[src/rtl/sysarr_job_sched.sv]
`default_nettype none
// ============================================================================
// Module : sysarr_job_sched
// Brief  : Two-requester round-robin sequencer that loads, runs and drains a
//          shared systolic-array processor through operand/result RAMs.
// Rev    : 1.0
// ============================================================================
module sysarr_job_sched #(
    parameter int AW           = 8,
    parameter int RES_WORDS    = 16,
    parameter int BUSY_TIMEOUT = 15
) (
    input  logic            clk,
    input  logic            g_rst,
    input  logic [1:0]      req,
    input  logic [2*AW-1:0] req_xbase,
    input  logic [2*AW-1:0] req_ybase,
    input  logic [2*AW-1:0] req_rbase,
    output logic [1:0]      done,
    output logic [1:0]      err,
    output logic            busy,
    output logic            grant,
    output logic            opm_rd,
    output logic [AW-1:0]   opm_addr,
    input  logic [31:0]     opm_rdata,
    output logic            res_we,
    output logic [AW-1:0]   res_addr,
    output logic [31:0]     res_wdata,
    output logic            sa_start,
    output logic [3:0]      sa_xaddr,
    output logic            sa_xvalid,
    output logic [31:0]     sa_xdata,
    output logic [3:0]      sa_yaddr,
    output logic            sa_yvalid,
    output logic [31:0]     sa_ydata,
    output logic [3:0]      sa_zaddr,
    input  logic            sa_flag,
    input  logic            sa_ready,
    input  logic [31:0]     sa_result
);

    localparam int TW = $clog2(BUSY_TIMEOUT + 1);
    localparam int SW = 5;
    localparam logic [SW-1:0] c_load_last = SW'(8);
    localparam logic [SW-1:0] c_read_last = SW'(RES_WORDS);
    localparam logic [TW-1:0] c_tmo_last  = TW'(BUSY_TIMEOUT - 1);

    typedef enum logic [2:0] {
        S_IDLE      = 3'd0,
        S_LOAD      = 3'd1,
        S_START     = 3'd2,
        S_WAIT_BUSY = 3'd3,
        S_WAIT_DONE = 3'd4,
        S_READ      = 3'd5,
        S_FIN       = 3'd6,
        S_FAIL      = 3'd7
    } state_t;

    state_t        state_q, state_d;
    logic [SW-1:0] step_q, step_d;
    logic [TW-1:0] tmo_q, tmo_d;
    logic          ptr_q, ptr_d;
    logic          grant_q, grant_d;
    logic [AW-1:0] xbase_q, xbase_d;
    logic [AW-1:0] ybase_q, ybase_d;
    logic [AW-1:0] rbase_q, rbase_d;
    logic          w_pick;
    logic [SW-1:0] w_idx;

    always_ff @(posedge clk) begin
        if (g_rst) begin
            state_q <= S_IDLE;
            step_q  <= '0;
            tmo_q   <= '0;
            ptr_q   <= 1'b0;
            grant_q <= 1'b0;
            xbase_q <= '0;
            ybase_q <= '0;
            rbase_q <= '0;
        end else begin
            state_q <= state_d;
            step_q  <= step_d;
            tmo_q   <= tmo_d;
            ptr_q   <= ptr_d;
            grant_q <= grant_d;
            xbase_q <= xbase_d;
            ybase_q <= ybase_d;
            rbase_q <= rbase_d;
        end
    end

    assign grant = grant_q;

    always_comb begin
        state_d   = state_q;
        step_d    = step_q;
        tmo_d     = tmo_q;
        ptr_d     = ptr_q;
        grant_d   = grant_q;
        xbase_d   = xbase_q;
        ybase_d   = ybase_q;
        rbase_d   = rbase_q;
        w_pick    = (&req) ? ptr_q : req[1];
        // Data returned this cycle belongs to the request issued one step earlier.
        w_idx     = step_q - SW'(1);
        busy      = 1'b0;
        done      = 2'b00;
        err       = 2'b00;
        opm_rd    = 1'b0;
        opm_addr  = '0;
        res_we    = 1'b0;
        res_addr  = '0;
        res_wdata = '0;
        sa_start  = 1'b0;
        sa_xaddr  = '0;
        sa_xvalid = 1'b0;
        sa_xdata  = '0;
        sa_yaddr  = '0;
        sa_yvalid = 1'b0;
        sa_ydata  = '0;
        sa_zaddr  = '0;

        case (state_q)
            S_IDLE: begin
                if (|req) begin
                    grant_d = w_pick;
                    xbase_d = w_pick ? req_xbase[2*AW-1:AW] : req_xbase[AW-1:0];
                    ybase_d = w_pick ? req_ybase[2*AW-1:AW] : req_ybase[AW-1:0];
                    rbase_d = w_pick ? req_rbase[2*AW-1:AW] : req_rbase[AW-1:0];
                    step_d  = '0;
                    state_d = S_LOAD;
                end
            end
            S_LOAD: begin
                busy = 1'b1;
                // Steps 0..3 fetch x words, 4..7 fetch y words; step 8 only drains.
                if (!step_q[3]) begin
                    opm_rd   = 1'b1;
                    opm_addr = (step_q[2] ? ybase_q : xbase_q) + AW'(step_q[1:0]);
                end
                if (step_q != '0 && !w_idx[2]) begin
                    sa_xvalid = 1'b1;
                    sa_xaddr  = {2'b00, w_idx[1:0]};
                    sa_xdata  = opm_rdata;
                end
                if (step_q != '0 && w_idx[2]) begin
                    sa_yvalid = 1'b1;
                    sa_yaddr  = {2'b00, w_idx[1:0]};
                    sa_ydata  = opm_rdata;
                end
                if (step_q == c_load_last) begin
                    step_d  = '0;
                    state_d = S_START;
                end else begin
                    step_d = step_q + SW'(1);
                end
            end
            S_START: begin
                busy     = 1'b1;
                sa_start = 1'b1;
                tmo_d    = '0;
                state_d  = S_WAIT_BUSY;
            end
            S_WAIT_BUSY: begin
                busy = 1'b1;
                if (sa_flag) begin
                    state_d = S_WAIT_DONE;
                end else begin
                    tmo_d = tmo_q + TW'(1);
                    if (tmo_q == c_tmo_last) begin
                        state_d = S_FAIL;
                    end
                end
            end
            S_WAIT_DONE: begin
                busy = 1'b1;
                if (!sa_flag && sa_ready) begin
                    step_d  = '0;
                    state_d = S_READ;
                end
            end
            S_READ: begin
                busy = 1'b1;
                if (step_q < c_read_last) begin
                    sa_zaddr = step_q[3:0];
                end
                if (step_q != '0) begin
                    res_we    = 1'b1;
                    res_addr  = rbase_q + AW'(w_idx);
                    res_wdata = sa_result;
                end
                if (step_q == c_read_last) begin
                    state_d = S_FIN;
                end else begin
                    step_d = step_q + SW'(1);
                end
            end
            S_FIN: begin
                done    = grant_q ? 2'b10 : 2'b01;
                ptr_d   = ~grant_q;
                state_d = S_IDLE;
            end
            S_FAIL: begin
                err     = grant_q ? 2'b10 : 2'b01;
                ptr_d   = ~grant_q;
                state_d = S_IDLE;
            end
            default: state_d = S_IDLE;
        endcase
    end

endmodule
`default_nettype wire
[config.mk]
export PLATFORM = sky130hd
export DESIGN_NAME = sysarr_job_sched
export DESIGN_NICKNAME = d
export VERILOG_FILES = /design/src/rtl/sysarr_job_sched.sv
export SDC_FILE = /design/constraint.sdc
export NUM_CORES = 1
export LEC_CHECK = 0
export ABC_AREA = 1
export CAP_MARGIN = 20
export CORE_ASPECT_RATIO = 0.5
export CORE_UTILIZATION = 25
export DETAILED_ROUTE_END_ITERATION = 16
export HOLD_SLACK_MARGIN = 0.12
export MAX_ROUTING_LAYER = met4
export PLACE_DENSITY = 0.63
export SLEW_MARGIN = 20
export SYNTH_ARGS = -nofsm -noshare
export SYNTH_HDL_FRONTEND = slang
export SYNTH_SLANG_ARGS = --single-unit
[constraint.sdc]
create_clock -name clk -period 2.75 [get_ports clk]
set_input_delay 0.55 -clock clk [delete_from_list [all_inputs] [get_ports clk]]
set_output_delay 0.55 -clock clk [all_outputs]
set_load 0.005 [all_outputs]
==> impl_metrics.tcl, run 1 <==
set metrics [dict create \
    status "completed" \
    period_minus_slack_ps 2710 \
    hp-class "reg -> reg" \
    antenna_found_initial 0 \
    criticalPathCategory "reg -> out" \
    clkTransAtPathRegs_ps 60 \
    leakage_uw 0.00304 \
    ioPinCount 253 \
    gp_congestion 0.813 \
    grt_pass1_wl_um 20800 \
    syn_area_per_cell_um2 5.59 \
    drive_gt1_share_pct 12.0 \
    core_um2 13100 \
    cts-root-buf "clkbuf_16" \
    die_w_um 169 \
    max_stage_delay_ps 520 \
    port_buffers 248 \
    post-route-period-util_pct 98.6 \
    numCtsBuffers 5 \
    n_antenna_cell 0 \
    maxCapViolCount 0 \
    syn2layout_area_growth_pct 88.1 \
    num_rows 29 \
    fin_setup_tns_ps 0 \
    die_h_um 85.3 \
    power_density_nw_per_um2 666 \
    tightest_slew_ps 631 \
    hold_depth 2 \
    start_util_pct 26.5 \
    power_uw 4350 \
    vias_per_cell 4.31 \
    synth_cells 621 \
    crit_path_end_kind "output pin" \
    setup_viol_count_final 0 \
    route.detailed.drc 0 \
    crit_path_top_delay_cell "clkdlybuf4s50_1" \
    clock_latency_ps 280 \
    finish.utilization_pct 49.8 \
    startpoint_type "register" \
    ant_nets 0 \
    wl_per_cell_um 12.7 \
    fill_cells 1302 \
    cp.depth 8 \
    max_slew_margin_pct 57.9 \
    nets 1015 \
    clock_skew_ps 4.53 \
    arrival_ps 2160 \
    drt_wl_total_um 13600 \
    hold_viol 0 \
    synth.distinct_cells 35 \
    clock_sinks 38 \
    rsz0062_at_grt "true" \
    yosysSeqAreaShare_pct 21.9 \
    slew_viol_final 0 \
    cts_max_level 2 \
    cp_cell_sequence "inv_4 > buf_4 > ha_4 > nand3_2 > nand2_2 > buf_4 > nor2_1 > clkdlybuf4s50_1" \
    worst-path-max-fanout 22 \
    grt-ovfl-total 0 \
    max_freq_ghz 0.369 \
    grt_start_max_net_pins 49 \
    rr_worst_depth 6 \
    grt_pass1_vias 4144 \
    tritoncts "done" \
    critPathMostFrequentCell "buf_4" \
    drt_iter0_markers 231 \
    synth_area_um2 3470 \
    path_buf_inv 4 \
    cts_hold_buf 0 \
    vias 4603 \
    clk_path_buf_depth 2 \
    dieArea_um2 14400 \
    drt_pass1_iterations 6 \
    synth-seq-cells 38 \
    dp_hpwl_um 10800 \
    whs_ps 464 \
    cpLargestDelayFamily "buffers and inverters" \
    ir_drop_v 0.000357 \
    cp.required_ps 2200 \
    yosysWarnings 0 \
    grtUsageTotal_pct 18.3 \
]
[final timing paths]
| check | from | end | slack, ps |
|---|---|---|---|
| max | step_q[1]$_SDFFE_PP0P_ | res_wdata[13] | 40 |
| min | ybase_q[2]$_SDFFE_PP0P_ | ybase_q[2]$_SDFFE_PP0P_ | 460 |
| max reg2reg | ptr_q$_SDFFE_PP0N_ | ybase_q[1]$_SDFFE_PP0P_ | 1130 |
| min reg2reg | ybase_q[2]$_SDFFE_PP0P_ | ybase_q[2]$_SDFFE_PP0P_ | 460 |
[final cells by class]
class,instances,area (µm²),share of cell area (%)
Timing Repair Buffer,282,2730,41.8
Multi-Input combinational cell,447,2250,34.5
Sequential cell,38,768,11.8
Inverter,109,414,6.34
Tap cell,186,233,3.57
Clock buffer,5,125,1.92
Clock inverter,2,10.0,0.153
[per-layer routing]
metal  GRT usage (%)  up-vias  part of all wire (%)
met3            2.29       13                   4.5
met4            2.98        0                  0.91
met1            22.6     2051                    46
met2            32.3      151                    49
met5               -        -                     0
li1                -     2388                     -
[cells by family after synthesis]
kind of cell | count (synthesis) | share of synthesized area (%)
AND/OR/NAND/NOR | 338 | 40.3
adder cells (fa/ha/maj) | 14 | 5.48
XOR/XNOR | 6 | 1.51
flip-flops | 38 | 21.9
buffers and inverters | 139 | 18.0
AO/OA/AOI/OAI | 85 | 12.7
other | 1 | 0.108
[state kept, by name, indices dropped and copies added (netlist names)]
signal and flops:
rbase_q 8, xbase_q 8, ybase_q 8, step_q 5, tmo_q 4, state_q 3
grant 1, ptr_q 1
[synthesized netlist by cell type, drive strengths merged]
cell	number	area [µm²]
nor3	7	35.0
nor3b	1	7.51
a21oi	41	205
a21o	1	7.51
clkinv	1	3.75
xor2	4	35.0
nand2	108	420
fa	2	40.0
and3	1	6.26
o21bai	1	7.51
nand3	21	128
xnor2	2	17.5
buf	23	188
ha	12	150
nand4	4	25.0
o211ai	1	7.51
inv	108	408
o21a	1	7.51
nor2	196	776
dfxtp	38	761
o21ai	40	204
conb	1	3.75
clkbuf	7	26.3
[repair_timing]
action | 4_1_cts | 5_1_grt
gates cloned | 0 | 0
pin swaps | 5 | 9
resized for setup | 31 | 47
setup buffers | 3 | 2
endpoints found under the setup margin | 87 | 72
[power by group]
group / total [µW] / switching (µW) / internal, µW
clock network: 540 / 213 / 327
registers: 841 / 133 / 708
logic: 2960 / 1540 / 1430
[worst reg2reg max path, stage by stage (launching register included)]
cell and delay (ps):
dfxtp_1 320, inv_1 50, nand2_1 50, nand2_1 180, inv_1 540, o21ai_0 260
a21oi_1 170
[per-stage QoR]
stage          worst slack (ps)  instances  area, µm²
3_5_place_dp               -102       1058       6220
3_3_place_gp              -70.0       1058       6220
2_1_floorplan               203        624       3480
5_1_grt                   -80.0       1069       6530
6_report                   37.3       1069       6530
4_1_cts                    -158       1068       6420
[placed cells by master (no fill, tap or decap), types with 4 or more instances in the layout]
cell type        Yosys  final
nand2_1            104     98
nand4_1              4      4
clkbuf_16            0      5
dlygate4sd2_1        0      8
inv_1              103     95
clkdlybuf4s50_1      0    234
buf_4               14     30
o21ai_1              6      8
nor3_1               7      7
nand2_2              3      9
dfxtp_1             38     34
a21oi_1             41     39
conb_1               1      4
nor2_2               1      7
nor2_1             190    184
nor2_4               5      5
inv_2                4     11
nand3_2              2      6
ha_1                12      7
nand3_1             18     14
o21ai_0             33     31
ha_4                 0      5
(Power assumes the default switching activity.)
==> run 2, diff against run 1 <==
==> constraint.sdc (replaced) <==
create_clock -name clk -period 3 [get_ports clk]
set_input_delay 0.6 -clock clk [delete_from_list [all_inputs] [get_ports clk]]
set_output_delay 0.6 -clock clk [all_outputs]
set_load 0.005 [all_outputs]
==> impl_metrics.tcl, run 2 (synthesis gave the netlist of run 1 again) <==
set metrics [dict create \
    detailed_place.area_um2 6140 \
    vias 4635 \
    route.detailed.drc 0 \
    p_comb_share_pct 67.2 \
    drt_iter0_markers 258 \
    finish.utilization_pct 50.4 \
    tightest_slew_ps 637 \
    core_um2 13100 \
    ioPinCount 253 \
    criticalPathCategory "reg -> out" \
    start_util_pct 26.5 \
    ant_nets 0 \
    top_regs "rbase_q x8, xbase_q x8, ybase_q x8" \
    grtUsageTotal_pct 18.3 \
    n_antenna_cell 0 \
    gp_congestion 0.858 \
    clock_sinks 38 \
    rsz0062_at_grt "true" \
    clock_latency_ps 270 \
    whs_ps 464 \
    drive_gt1_share_pct 10.0 \
    arrival_ps 2310 \
    status "completed" \
    setup_viol_count_final 0 \
    grt_pass1_wl_um 20800 \
    cp.required_ps 2400 \
    cell_internal_pwr_uw 2170 \
    startpoint_type "register" \
    die_w_um 169 \
    die_h_um 85.3 \
    cts-root-buf "clkbuf_16" \
    cp_cell_sequence "inv_2 > nand2_4 > nor2_4 > inv_1 > nor2_4 > o21ai_0 > a21oi_1 > clkdlybuf4s50_1" \
    p_clk_share_pct 12.5 \
    slew_viol_final 0 \
    dp_hpwl_um 10900 \
    antenna_found_initial 0 \
    maxCapViolCount 0 \
    ir_drop_v 0.000377 \
    numCtsBuffers 5 \
    worst-path-max-fanout 7 \
    max_stage_delay_ps 550 \
    max_slew_margin_pct 57.5 \
    grt-ovfl-total 0 \
    clkTransAtPathRegs_ps 60 \
    clock_skew_ps 4.96 \
    crit_path_end_kind "output pin" \
    wl_per_cell_um 13.1 \
    grt_pass1_vias 4102 \
    p_sw_share_pct 44.1 \
    power_density_nw_per_um2 589 \
    critPathMostFrequentCell "nor2_4" \
    seq_power_share_pct 20.3 \
    mostFrequentLayoutCell "clkdlybuf4s50_1" \
    power_switching_uw 1720 \
    vias_per_cell 4.31 \
    stdcell_area_um2 6610 \
    leakage_uw 0.00348 \
    max_freq_ghz 0.343 \
    post-route-period-util_pct 97.1 \
    syn2layout_area_growth_pct 90.4 \
    power_uw 3890 \
    tritoncts "done" \
    hp-class "reg -> reg" \
    grt_start_max_net_pins 49 \
    hold_viol 0 \
    num_rows 29 \
    nets 1022 \
    clk_path_buf_depth 2 \
    mostFrequentLayoutCells "clkdlybuf4s50_1, nor2_1, nand2_1, inv_1, a21oi_1" \
    period_minus_slack_ps 2910 \
    dieArea_um2 14400 \
    crit_path_top_delay_cell "clkdlybuf4s50_1" \
    cts_max_level 2 \
    drt_pass1_iterations 4 \
    drt_wl_total_um 14000 \
    port_buffers 248 \
]
==> run 2: changes by cell type in the layout (fill, tap and decap cells not counted), moves of 5 or more <==
cell and delta:
nand2_1 +6, dlygate4sd2_1 +9, nand2_2 -7, inv_1 +5
clkdlybuf4s50_1 -26, dlymetal6s2s_1 +20
==> run 2: layout make-up <==
| cell class | count | area (µm²) |
|---|---|---|
| Multi-Input combinational cell | 449 | 2210 |
| Clock inverter | 2 | 10.0 |
| Sequential cell | 38 | 764 |
| Fill cell | 1315 | 6490 |
| Timing Repair Buffer | 287 | 2850 |
| Tap cell | 186 | 233 |
| Inverter | 109 | 412 |
| Clock buffer | 5 | 125 |
==> run 2: critical path: cells and delay by family (launching register included) <==
kind	cells	cell delay, ps
simple gates	3	520
compound gates	2	260
flops	1	380
buf+inv	3	860
==> run 2: through the flow <==
stage,setup TNS [ps],setup WS (ps),cells
detailed placement,0,66.3,1047
global placement,0,122,1047
global route,-98.3,-34.2,1076
CTS,-659,-43.9,1058
finish,0,87.2,1076
floorplan,0,403,624
==> run 2: power by group through the flow <==
stage / logic (µW) / clock network [µW] / registers (µW)
after global placement: 2280 / 0 / 787
after CTS: 2430 / 499 / 783
after global routing: 2910 / 521 / 809
after floorplan: 1450 / 0 / 733
after detailed placement: 2310 / 0 / 787
final: 2620 / 485 / 790
==> run 2: worst paths after layout <==
kind	start	endpoint	slack (ps)	depth (start not counted)
setup / recovery	state_q[1]$_SDFFE_PP0P_	opm_addr[3]	90	8
hold / removal	ybase_q[3]$_SDFFE_PP0P_	ybase_q[3]$_SDFFE_PP0P_	460	2
setup reg to reg	ptr_q$_SDFFE_PP0N_	ybase_q[1]$_SDFFE_PP0P_	1350	6
hold reg to reg	ybase_q[3]$_SDFFE_PP0P_	ybase_q[3]$_SDFFE_PP0P_	460	2
==> run 2: metal layers <==
metal	share of wire (%)	vias up	track usage, %
met5	0	-	-
met4	1.1	0	3.64
met3	4.0	12	2.10
met2	50	118	32.5
met1	45	2095	22.6
li1	-	2410	-
==> run 2: timing repair <==
action	in CTS	in global routing
hold buffers	0	0
setup endpoints to repair	9	87
gates cloned	0	4
pin swaps	3	7
gates resized for setup	30	42
buffers inserted	4	14
==> run 3, diff against run 2 <==
==> constraint.sdc (replaced) <==
create_clock -name clk -period 3 [get_ports clk]
set_input_delay 0.75 -clock clk [delete_from_list [all_inputs] [get_ports clk]]
set_output_delay 0.75 -clock clk [all_outputs]
set_load 0.005 [all_outputs]
==> impl_metrics.tcl, run 3 (synthesis gave the netlist of run 1 again) <==
set metrics [dict create \
    vias 4619 \
    max_freq_ghz 0.343 \
    multi_input_area_um2 2210 \
    worst-path-max-fanout 3 \
    grt_pass1_wl_um 21000 \
    gp_congestion 0.814 \
    clk_path_buf_depth 2 \
    core_um2 13100 \
    fill_cells 1317 \
    criticalPathCategory "reg -> out" \
    startpoint_type "register" \
    rsz0062_at_grt "true" \
    wl_per_cell_um 12.7 \
    top_regs "rbase_q x8, xbase_q x8, ybase_q x8" \
    hold_viol 0 \
    syn2layout_area_growth_pct 86.8 \
    grt_pass1_vias 4205 \
    crit_path_end_kind "output pin" \
    numCtsBuffers 5 \
    die_h_um 85.3 \
    cp.required_ps 2250 \
    fin_setup_tns_ps 0 \
    tritoncts "done" \
    drt_wl_total_um 13600 \
    num_rows 29 \
    clkTransAtPathRegs_ps 60 \
    power_uw 3970 \
    clock_skew_ps 5.26 \
    setup_viol_count_final 0 \
    port_buffers 248 \
    register_area_um2 764 \
    power_density_nw_per_um2 613 \
    drive_gt1_share_pct 10.6 \
    maxCapViolCount 0 \
    drt_iter0_markers 266 \
    arrival_ps 2170 \
    grt_start_max_net_pins 49 \
    period_minus_slack_ps 2920 \
    ioPinCount 253 \
    nets 1015 \
    cts_hold_buf 0 \
    dieArea_um2 14400 \
    vias_per_cell 4.32 \
    cts-root-buf "clkbuf_16" \
    mostFrequentLayoutCell "clkdlybuf4s50_1" \
    finish.utilization_pct 49.5 \
    hp-class "reg -> reg" \
    ir_drop_v 0.000368 \
    leakage_uw 0.00307 \
    slew_viol_final 0 \
    max_slew_margin_pct 57.7 \
    tightest_slew_ps 633 \
    die_w_um 169 \
    cts_max_level 2 \
    status "completed" \
    clock_sinks 38 \
    antenna_found_initial 0 \
    whs_ps 466 \
    route.detailed.drc 0 \
    grt-ovfl-total 0 \
    n_antenna_cell 0 \
    start_util_pct 26.5 \
    ant_nets 0 \
    clock_latency_ps 280 \
    drt_pass1_iterations 4 \
    dp_hpwl_um 10800 \
    post-route-period-util_pct 97.2 \
    mostFrequentLayoutCells "clkdlybuf4s50_1, nor2_1, nand2_1, inv_1, a21oi_1" \
    grtUsageTotal_pct 18.6 \
]
## run 3: cell count changes in the layout (fill, tap and decap cells not counted), sizes merged
| cell | delta |
|---|---|
| dlymetal6s2s | -19 |
| dlygate4sd2 | -9 |
| clkdlybuf4s50 | +25 |
| clkdlybuf4s15 | -1 |
| clkbuf | -1 |
| nand3 | -2 |
## run 3: path summary, 6_finish.rpt
path	slack [ps]	start	to	cells after the start
worst max-delay path	80	step_q[0]$_SDFFE_PP0P_	res_addr[6]	12
worst min-delay path	470	ybase_q[7]$_SDFFE_PP0P_	ybase_q[7]$_SDFFE_PP0P_	2
worst max register to register	1370	ptr_q$_SDFFE_PP0N_	xbase_q[1]$_SDFFE_PP0P_	6
worst min register to register	470	ybase_q[7]$_SDFFE_PP0P_	ybase_q[7]$_SDFFE_PP0P_	2
## run 3: final cells by class
cell class / count / share of cell area, %
Timing Repair Buffer: 282 / 42.1
Multi-Input combinational cell: 447 / 34.1
Sequential cell: 38 / 11.8
Inverter: 109 / 6.35
Tap cell: 186 / 3.59
Clock buffer: 5 / 1.93
Clock inverter: 2 / 0.154
## run 3: per-layer routing
metal / global-route usage [%] / up-vias / routed length (µm)
met5: - / - / 0
li1: - / 2389 / -
met4: 4.21 / 0 / 211
met2: 32.7 / 147 / 6520
met3: 2.01 / 18 / 653
met1: 22.9 / 2065 / 6170
## run 3: stage by stage
step                cells  instance area [µm²]  setup slack, ps
floorplan             624                 3480              253
global placement     1056                 6190            -21.4
detailed placement   1056                 6190             -141
CTS                  1066                 6420            -6.64
global route         1069                 6480            -48.0
finish               1069                 6480             84.4
## run 3: repair_timing
action / CTS / global route
resized for setup: 36 / 34
buffers inserted: 3 / 3
pin swaps: 4 / 10
setup endpoints to repair: 112 / 40
## run 3: worst max-delay path, stage by stage, from the launching register on
cell and delay (ps):
dfxtp_2 320, inv_2 80, buf_6 120, buf_6 100, ha_1 150, inv_1 50, fa_1 350, inv_1 120
nand4_1 160, nand3_2 110, nor2_1 50, nor3b_2 150, buf_2 140
## run 3: power by group
part / switching (µW) / leakage, µW / internal [µW] / total (µW)
Clock: 193 / 0.0000694 / 300 / 493
Sequential: 127 / 0.000313 / 648 / 775
Combinational: 1390 / 0.00269 / 1310 / 2700
